**src/rtl/regfile_dump_reader.sv**
```systemverilog
// Walks every register-file address on a read port and streams {addr, data} words out
// over valid/ready. Define REGFILE_DUMP_SKIP_X0_EN to start the walk at x1 instead of x0.
module regfile_dump_reader #(
    parameter int NUM_REGS = 32,
    parameter int ADDR_W   = 5,
    parameter int DATA_W   = 32
) (
    input  logic              clk,
    input  logic              rst,
    input  logic              start,
    input  logic              abort,
    output logic [ADDR_W-1:0] A,
    input  logic [DATA_W-1:0] RD,
    output logic [DATA_W-1:0] dout_data,
    output logic [ADDR_W-1:0] dout_addr,
    output logic              dout_valid,
    input  logic              dout_ready,
    output logic              dout_last,
    output logic              busy,
    output logic              done
);

    typedef enum logic [1:0] {IDLE, READ, SEND} state_t;

`ifdef REGFILE_DUMP_SKIP_X0_EN
    localparam logic [ADDR_W-1:0] FIRST_ADDR = ADDR_W'(1);
`else
    localparam logic [ADDR_W-1:0] FIRST_ADDR = ADDR_W'(0);
`endif
    localparam logic [ADDR_W-1:0] LAST_ADDR = ADDR_W'(NUM_REGS - 1);

    state_t state, state_nx;
    logic   hs;

    assign hs = dout_valid & dout_ready;

    always_ff @(posedge clk) begin
        if (rst) state <= IDLE;
        else     state <= state_nx;
    end

    // abort outranks a handshake in the same cycle; in IDLE only start matters
    always_comb begin
        state_nx = state;
        case (state)
            IDLE:    if (start) state_nx = READ;
            READ:    state_nx = abort ? IDLE : SEND;
            SEND: begin
                if (abort)   state_nx = IDLE;
                else if (hs) state_nx = dout_last ? IDLE : READ;
            end
            default: state_nx = IDLE;
        endcase
    end

    always_ff @(posedge clk) begin
        if (rst) begin
            A          <= '0;
            dout_data  <= '0;
            dout_addr  <= '0;
            dout_valid <= 1'b0;
            dout_last  <= 1'b0;
            busy       <= 1'b0;
            done       <= 1'b0;
        end else begin
            done <= 1'b0;
            case (state)
                IDLE: begin
                    if (start) begin
                        A    <= FIRST_ADDR;
                        busy <= 1'b1;
                    end
                end
                READ: begin
                    if (abort) begin
                        busy <= 1'b0;
                    end else begin
                        dout_data  <= RD;
                        dout_addr  <= A;
                        dout_valid <= 1'b1;
                        dout_last  <= (A == LAST_ADDR);
                    end
                end
                SEND: begin
                    if (abort) begin
                        dout_valid <= 1'b0;
                        dout_last  <= 1'b0;
                        busy       <= 1'b0;
                    end else if (hs) begin
                        dout_valid <= 1'b0;
                        dout_last  <= 1'b0;
                        // last address ends the dump, so A never wraps
                        if (dout_last) begin
                            done <= 1'b1;
                            busy <= 1'b0;
                        end else begin
                            A <= A + ADDR_W'(1);
                        end
                    end
                end
                default: ;
            endcase
        end
    end

endmodule

```
**config.mk**
```make
export PLATFORM = sky130hd
export DESIGN_NAME = regfile_dump_reader
export DESIGN_NICKNAME = d
export VERILOG_FILES = /design/src/rtl/regfile_dump_reader.sv
export SDC_FILE = /design/constraint.sdc
export NUM_CORES = 1
export LEC_CHECK = 0
export BUFFER_PORTS_ARGS = -buffer_cell sky130_fd_sc_hd__buf_4
export CAP_MARGIN = 0
export CORE_ASPECT_RATIO = 0.75
export CORE_MARGIN = 1
export CORE_UTILIZATION = 33
export DETAILED_ROUTE_END_ITERATION = 8
export GPL_TIMING_DRIVEN = 0
export PLACE_DENSITY_LB_ADDON = 0.08
export SLEW_MARGIN = 10
export SYNTH_ARGS = -nofsm -noshare
export SYNTH_HDL_FRONTEND = slang
export SYNTH_SLANG_ARGS = --single-unit
export TNS_END_PERCENT = 100
```
**constraint.sdc**
```tcl
create_clock -name clk -period 2.46 [get_ports clk]
set_input_delay 0.246 -clock clk [delete_from_list [all_inputs] [get_ports clk]]
set_output_delay 0.246 -clock clk [all_outputs]
set_load 0.02 [all_outputs]
```
# Word level (Yosys, flattened, before mapping)

Cells that the tools add are included.

Memories: 0
Bits in latches: 0
Bits in read-only memories: 0
Input bits: 37
Flip-flop bits (word level): 48
Output and inout bits: 46
Word-level logic and storage cells: 58
Bits in writable memories: 0

Multiply operators: 0
Reductions and logical operators: 10
Magnitude comparators: 0
Div/mod/pow operators: 0
Equal/unequal tests: 11
Add/sub/neg operators: 1
Multiplexer cells: 24
Bitwise logic cells: 4
Shift operators: 0

Operators with widths:

| kind                                          | number |
|---|---|
| two-way mux 5 bit                             | 4 |
| inequality test 2 bit, second input constant  | 6 |
| two-way mux 1 bit                             | 11 |
| one-hot mux 5 bit (2 select lines)            | 1 |
| AND reduction 5 bit                           | 2 |
| two-way mux 2 bit                             | 4 |
| inequality test 3 bit, second input constant  | 2 |
| one-hot mux 2 bit (3 select lines)            | 1 |
| adder 5 x 1 -> 5 bit, second input constant   | 1 |
| == test 5 bit, second input constant          | 1 |
| one-hot mux 1 bit (2 select lines)            | 2 |
| AND reduction 2 bit                           | 2 |
| nonzero test 2 bit                            | 2 |
| OR reduction 4 bit                            | 1 |
| NOT 1 bit                                     | 3 |
| one-hot mux 1 bit (3 select lines)            | 1 |
| AND reduction 3 bit                           | 1 |
| nonzero test 3 bit                            | 1 |
| == test 2 x 1 -> 1 bit, second input constant | 1 |
| == test 2 bit, second input constant          | 1 |
| zero test 2 bit                               | 1 |
| bitwise AND 1 bit                             | 1 |

# Longest topological paths before layout

Gate-level depths: netlist of the first run.

Depth after elaboration: 5
Mapped depth: 7

# Worst setup path after synthesis of the first run

OpenSTA, ideal clock, no wires.

Kind: reg2reg
Start point: register state[0]
End point: register busy
Slack: 0.803 ns
Cell stages (with the launch flop): 7
Buffers on the path: 0
Required time: 2.337 ns
Data arrival time: 1.534 ns
Path through: dfxtp_1 -> inv_1 -> ha_1 -> nor2b_1 -> a31o_1 -> nor3b_1 -> mux2_1

Longest elaborated chain between the ends: 3
Elaborated cells on any way between the ends: 10

RTL lines:

| element                                                        | line | text |
|---|---|---|
| from (decl)                                                    | 32   | `state_t state, state_nx;` |
| from (signal assigned)                                         | 39   | `else state <= state_nx;` |
| == test 2 bit (tied with other cells)                          | 67   | `case (state)` |
| inequality test 3 bit (no source line) (tied with other cells) | -    |  |
| AND reduction 5 bit (no source line)                           | -    |  |
| to (signal assigned)                                           | 63   | `busy <= 1'b0;` |
| to (signal assigned)                                           | 71   | `busy <= 1'b1;` |
| to (signal assigned)                                           | 76   | `busy <= 1'b0;` |
| to (decl)                                                      | 19   | `output logic busy,` |

Parallel ways exist; a longest one is shown, timed or not.
A chain may end at the register's enable or synchronous reset.

# Worst setup path after layout of the first run

Ends and elaborated chain as after synthesis.

==> results of run 1 <==
per-layer routing:
metal / global-route usage [%] / vias to the layer above
met5: 0 / -
met4: 6.25 / 0
met3: 4.44 / 5
met2: 24.0 / 63
met1: 21.4 / 781
li1: - / 963
worst max-delay path, cell delays in order (launching register included):
cell and delay [ns]:
dfxtp_1 0.40, inv_1 0.11, ha_1 0.24, nor2b_1 0.19, a31o_1 0.24, nor3b_1 0.27
mux2_1 0.35
state kept, by name, indices dropped and copies added, names as in the netlist:
signal / flops
dout_valid: 1
dout_addr: 5
dout_last: 1
busy: 1
A: 5
dout_data: 32
state: 2
done: 1
report_power, final:
group / total, mW / switching [mW] / internal [mW]
clock: 0.622 / 0.263 / 0.359
sequential: 0.840 / 0.0236 / 0.816
combinational: 0.328 / 0.186 / 0.142
total: 1.79 / 0.473 / 1.32
layout make-up:
cell class / count / area (um2) / share of cell area [%]
sequential: 48 / 961 / 35.0
clock buffer: 7 / 96.3 / 3.51
tap: 75 / 93.8 / 3.42
clock inverter: 1 / 30.0 / 1.09
buffer: 14 / 70.1 / 2.55
timing repair buffer: 81 / 608 / 22.1
multi-input combinational: 173 / 868 / 31.6
inverter: 5 / 18.8 / 0.683
Yosys cell counts (all sizes together), types with 2 or more instances:
cell type | n | share of area [%]
nor2b | 4 | 1.3
or3 | 2 | 0.65
clkbuf | 5 | 0.98
dfxtp | 48 | 50
o21ai | 4 | 1.0
nand3 | 4 | 1.0
ha | 7 | 4.6
nand2 | 83 | 16
nor2 | 8 | 1.7
inv | 5 | 0.98
a21oi | 45 | 12
buf | 9 | 2.7
kinds of logic (layout without fill, tap and decap cells):
group | after synthesis | after routing
adder cells (fa/ha/maj) | 7 | 7
multiplexers | 1 | 1
AO/OA/AOI/OAI | 56 | 56
AND/OR/NAND/NOR | 109 | 109
buffers and inverters | 19 | 108
flip-flops | 48 | 48
final timing paths:
kind / slack (ns) / startpoint / end
worst max-delay path: 0.55 / state[0] / busy
worst min-delay path: 0.13 / abort / done
worst max register to register: 0.55 / state[0] / busy
worst min register to register: 0.46 / dout_data[0] / dout_data[0]
metrics by stage:
stage / power (mW) / std cells / hold WS (ns) / utilization (%)
final: 1.79 / 404 / 0.133 / 50.2
after global routing: 1.89 / 404 / 0.136 / 50.2
after detailed placement: 1.19 / 396 / 0.447 / 47.9
after global placement: 1.19 / 396 / 0.442 / 47.9
after floorplan: 1.04 / 240 / 0.382 / -
after CTS: 1.81 / 404 / 0.125 / 50.2
==> impl_metrics.ini, run 1 <==
[global_routing]
gr-usage-all-layers_pct = 15.8
grt_pass1_vias = 1586
antenna_found_initial = 0
overflow = 0
grt_max_degree = 15
grt_pass1_wl_um = 7610

[setup_path]
crit_required_ns = 2.65
endpoint_kind = flip-flop
worstPathArrival_ns = 2.10
startpoint_type = flip-flop
rr_worst_depth = 6
crit_type = reg -> reg
crit_path_max_fanout = 5

[placement]
place_ws_ns = 0.573
gp_congestion = 0.775
hpwl_um = 3490
port_buffers = 81
placed_area_um2 = 2620

[synth]
synth_compound_area_share_pct = 15.9
ys_types = 31
yosys_warnings = 0
synth.area.mux_share_pct = 0.587
ys_seq_elements = 48
syn_nets = 284
synth_ff_type = dfxtp_1
async_reset_ff_share_pct = 0
syn_area_um2 = 1920
avgSynthCellArea_um2 = 7.99
synthCells = 240
synth_top_family_by_area = simple AND/OR/NAND/NOR gates
synthSimpleGateAreaFrac_pct = 24.3
yosys.area_share.adder_pct = 4.57
synth_edf_count = 0
synth-xor-area-share_pct = 0
synth_seq_area_share_pct = 50.1

[layout]
final_layout_size_suffix_gt1_share_pct = 30.4
nets = 372
layout_common_cells = nand2_1 (83), buf_4 (81), dfxtp_1 (48)
final_common_cell = nand2_1
fillerInstances = 558
syn2layout_area_growth_pct = 43.2
stdcell_area_um2 = 2750
diodes = 0

[routing]
ant_nets = 0
met2_length_um = 2020
drc = 0
vias_per_cell = 4.49
wl_per_cell_um = 12.0
vias = 1812
topRoutingLayerUsed = met4
wirelength_um = 4860
drtIter0Drc = 33
dr.pass1.iters = 4
wl_met3_um = 331
wl_met1_um = 2450

[sta]
rsz0062_at_grt = false
period_minus_slack_ns = 1.91
max-slew-margin-rel_pct = 64.7
skew_ns = 0.00508
worst_slack_ns = 0.552
setup_viol = 0
period_share_pct = 77.6
drv_slew = 0
hold_violations = 0
fmax_ghz = 0.524
final.setup.tns_ns = 0
worstMarginPinSlew_ns = 0.529

[clocking]
clk_pin_slew_ns = 0.08
cts_buffer_depth = 2
clk_latency_ns = 0.30
post-cts-setup-buffers = 0
root_buffer = clkbuf_8
numCtsBuffers = 5
cts_resized = 0
h-tree-depth = 2
tritoncts = built
cts.sinks = 48
cts.hold.buffers_added = 0

[worst_hold_path]
hold_depth = 2
hold_path_class = in -> reg

[run_status]
status = completed

[pwr]
p_per_area_nw_per_um2 = 652
p_leak_nw = 1.18
irDropWorstVdd_v = 0.000262

[die]
boundaryPins = 83
die_x_um = 90.0
dieArea_um2 = 6120
core_region_area_um2 = 5470
row_count = 23
die_y_um = 68.0
start_util_pct = 35.1

[run]
cap_violations = 0
No activity file was read; power rests on OpenSTA's default activity.
==> run 2: changes to the inputs <==
- clock period: 2.46 -> 2 ns (I/O delays scaled with it)
==> impl_metrics.ini, run 2 (synthesized netlist as in run 1, its figures left out) <==
[setup_path]
crit_path_max_fanout = 5
cp_num_buf_inv = 1
crit_required_ns = 2.19
worstPathArrival_ns = 2.03
endpoint_kind = flip-flop
cpMaxStageDelayCell = dfxtp_1
crit_type = reg -> reg
startpoint_type = flip-flop
path_delay_family = flip-flops
path_cells = inv_1, ha_1, nor2b_1, a31o_1, nor3b_2, mux2_1
slowest_delay_ns = 0.41

[die]
die_y_um = 68.0
row_count = 23
start_util_pct = 35.1
core_region_area_um2 = 5470
die_x_um = 90.0
boundaryPins = 83
dieArea_um2 = 6120

[routing]
drc = 0
dr.pass1.iters = 4
ant_nets = 0
vias_per_cell = 4.51
wirelength_um = 4880
drtIter0Drc = 35
wl_per_cell_um = 12.1
vias = 1821

[clocking]
root_buffer = clkbuf_8
cts.sinks = 48
clk_pin_slew_ns = 0.08
cts_buffer_depth = 2
clk_latency_ns = 0.30
h-tree-depth = 2
numCtsBuffers = 5
tritoncts = built

[layout]
nets = 372
top_register = dout_data
final_layout_size_suffix_gt1_share_pct = 31.0
reg.largest.list = dout_data (32), A (5), dout_addr (5)
diodes = 0
layout_common_cells = nand2_1 (83), buf_4 (81), dfxtp_1 (48)
layoutNonFillerInstCount = 404
final_common_cell = nand2_1
stdcell_area_um2 = 2750
largest_reg_flops = 32
fillerInstances = 557
syn2layout_area_growth_pct = 43.5

[pwr]
combPwrFrac_pct = 18.4
p_leak_nw = 1.19
p_clk_share_pct = 34.7
p_sw_share_pct = 26.5
finalPower_mw = 2.21
p_int_mw = 1.62
p_per_area_nw_per_um2 = 801
seqPwrFrac_pct = 46.8
power.switching_uw = 584
irDropWorstVdd_v = 0.000323

[worst_hold_path]
hold_path_class = in -> reg

[sta]
hold_violations = 0
max-slew-margin-rel_pct = 63.0
fmax_ghz = 0.544
period_minus_slack_ns = 1.84
skew_ns = 0.00505
drv_slew = 0
final.setup.tns_ns = 0
setup_viol = 0
rsz0062_at_grt = false
worstMarginPinSlew_ns = 0.555
period_share_pct = 92.0

[placement]
gp_congestion = 0.775
port_buffers = 81
dp_cells = 396
hpwl_um = 3490
placed_area_um2 = 2620

[global_routing]
grt_max_degree = 15
antenna_found_initial = 0
gr-usage-all-layers_pct = 15.8
grt_pass1_vias = 1586
overflow = 0
grt_pass1_wl_um = 7610

[run]
cap_violations = 0

[run_status]
status = completed
-- run 2: final timing paths --
check | start | end | slack, ns | cells past startpoint
worst min-delay path | abort | done | 0.09 | 2
worst min register to register | dout_data[0] | dout_data[0] | 0.46 | 2
worst max-delay path | state[0] | busy | 0.16 | 6
worst max register to register | state[0] | busy | 0.16 | 6
-- run 2: worst reg2reg max path, stage by stage (launching register included) --
cell and delay, ns:
dfxtp_1 0.41, inv_1 0.11, ha_1 0.25, nor2b_1 0.19, a31o_1 0.25, nor3b_2 0.20, mux2_1 0.33
-- run 2: timing repair --
| item | in CTS | in global routing |
|---|---|---|
| setup endpoints to repair | 0 | 2 |
| endpoints found under the hold margin | 0 | 0 |
| hold buffers | 0 | 0 |
| resized for setup | 0 | 3 |
| setup buffers | 0 | 0 |
-- run 2: layer usage --
| layer | track usage (%) | part of all wire [%] | vias to the layer above |
|---|---|---|---|
| li1 | - | - | 964 |
| met1 | 21.4 | 51 | 792 |
| met2 | 24.0 | 42 | 60 |
| met3 | 4.44 | 6.5 | 5 |
| met4 | 6.25 | 1.1 | 0 |
| met5 | 0 | 0 | - |
-- run 2: power groups by stage --
stage / clock network, mW / logic, mW / registers [mW]
5_1_grt: 0.837 / 0.444 / 1.04
2_1_floorplan: 0 / 0.179 / 1.11
6_report: 0.766 / 0.407 / 1.03
3_3_place_gp: 0 / 0.405 / 1.05
3_5_place_dp: 0 / 0.406 / 1.06
4_1_cts: 0.787 / 0.409 / 1.03
-- run 2: layout make-up --
type                       count  area, um2  share of cell area [%]
buffer                        14       71.3                    2.59
multi-input combinational    173        873                    31.7
tap                           75       93.8                    3.41
inverter                       5       18.8                   0.682
clock inverter                 1       30.0                    1.09
timing repair buffer          81        608                    22.1
sequential                    48        961                    34.9
clock buffer                   7       96.3                    3.50
-- run 2: per-stage QoR --
step	util [%]	worst slack, ns	hold slack, ns
after detailed placement	47.9	0.113	0.404
after floorplan	-	0.343	0.336
after CTS	50.2	0.0801	0.0791
after global placement	47.9	0.128	0.403
final	50.3	0.161	0.0874
after global routing	50.3	0.0687	0.0897
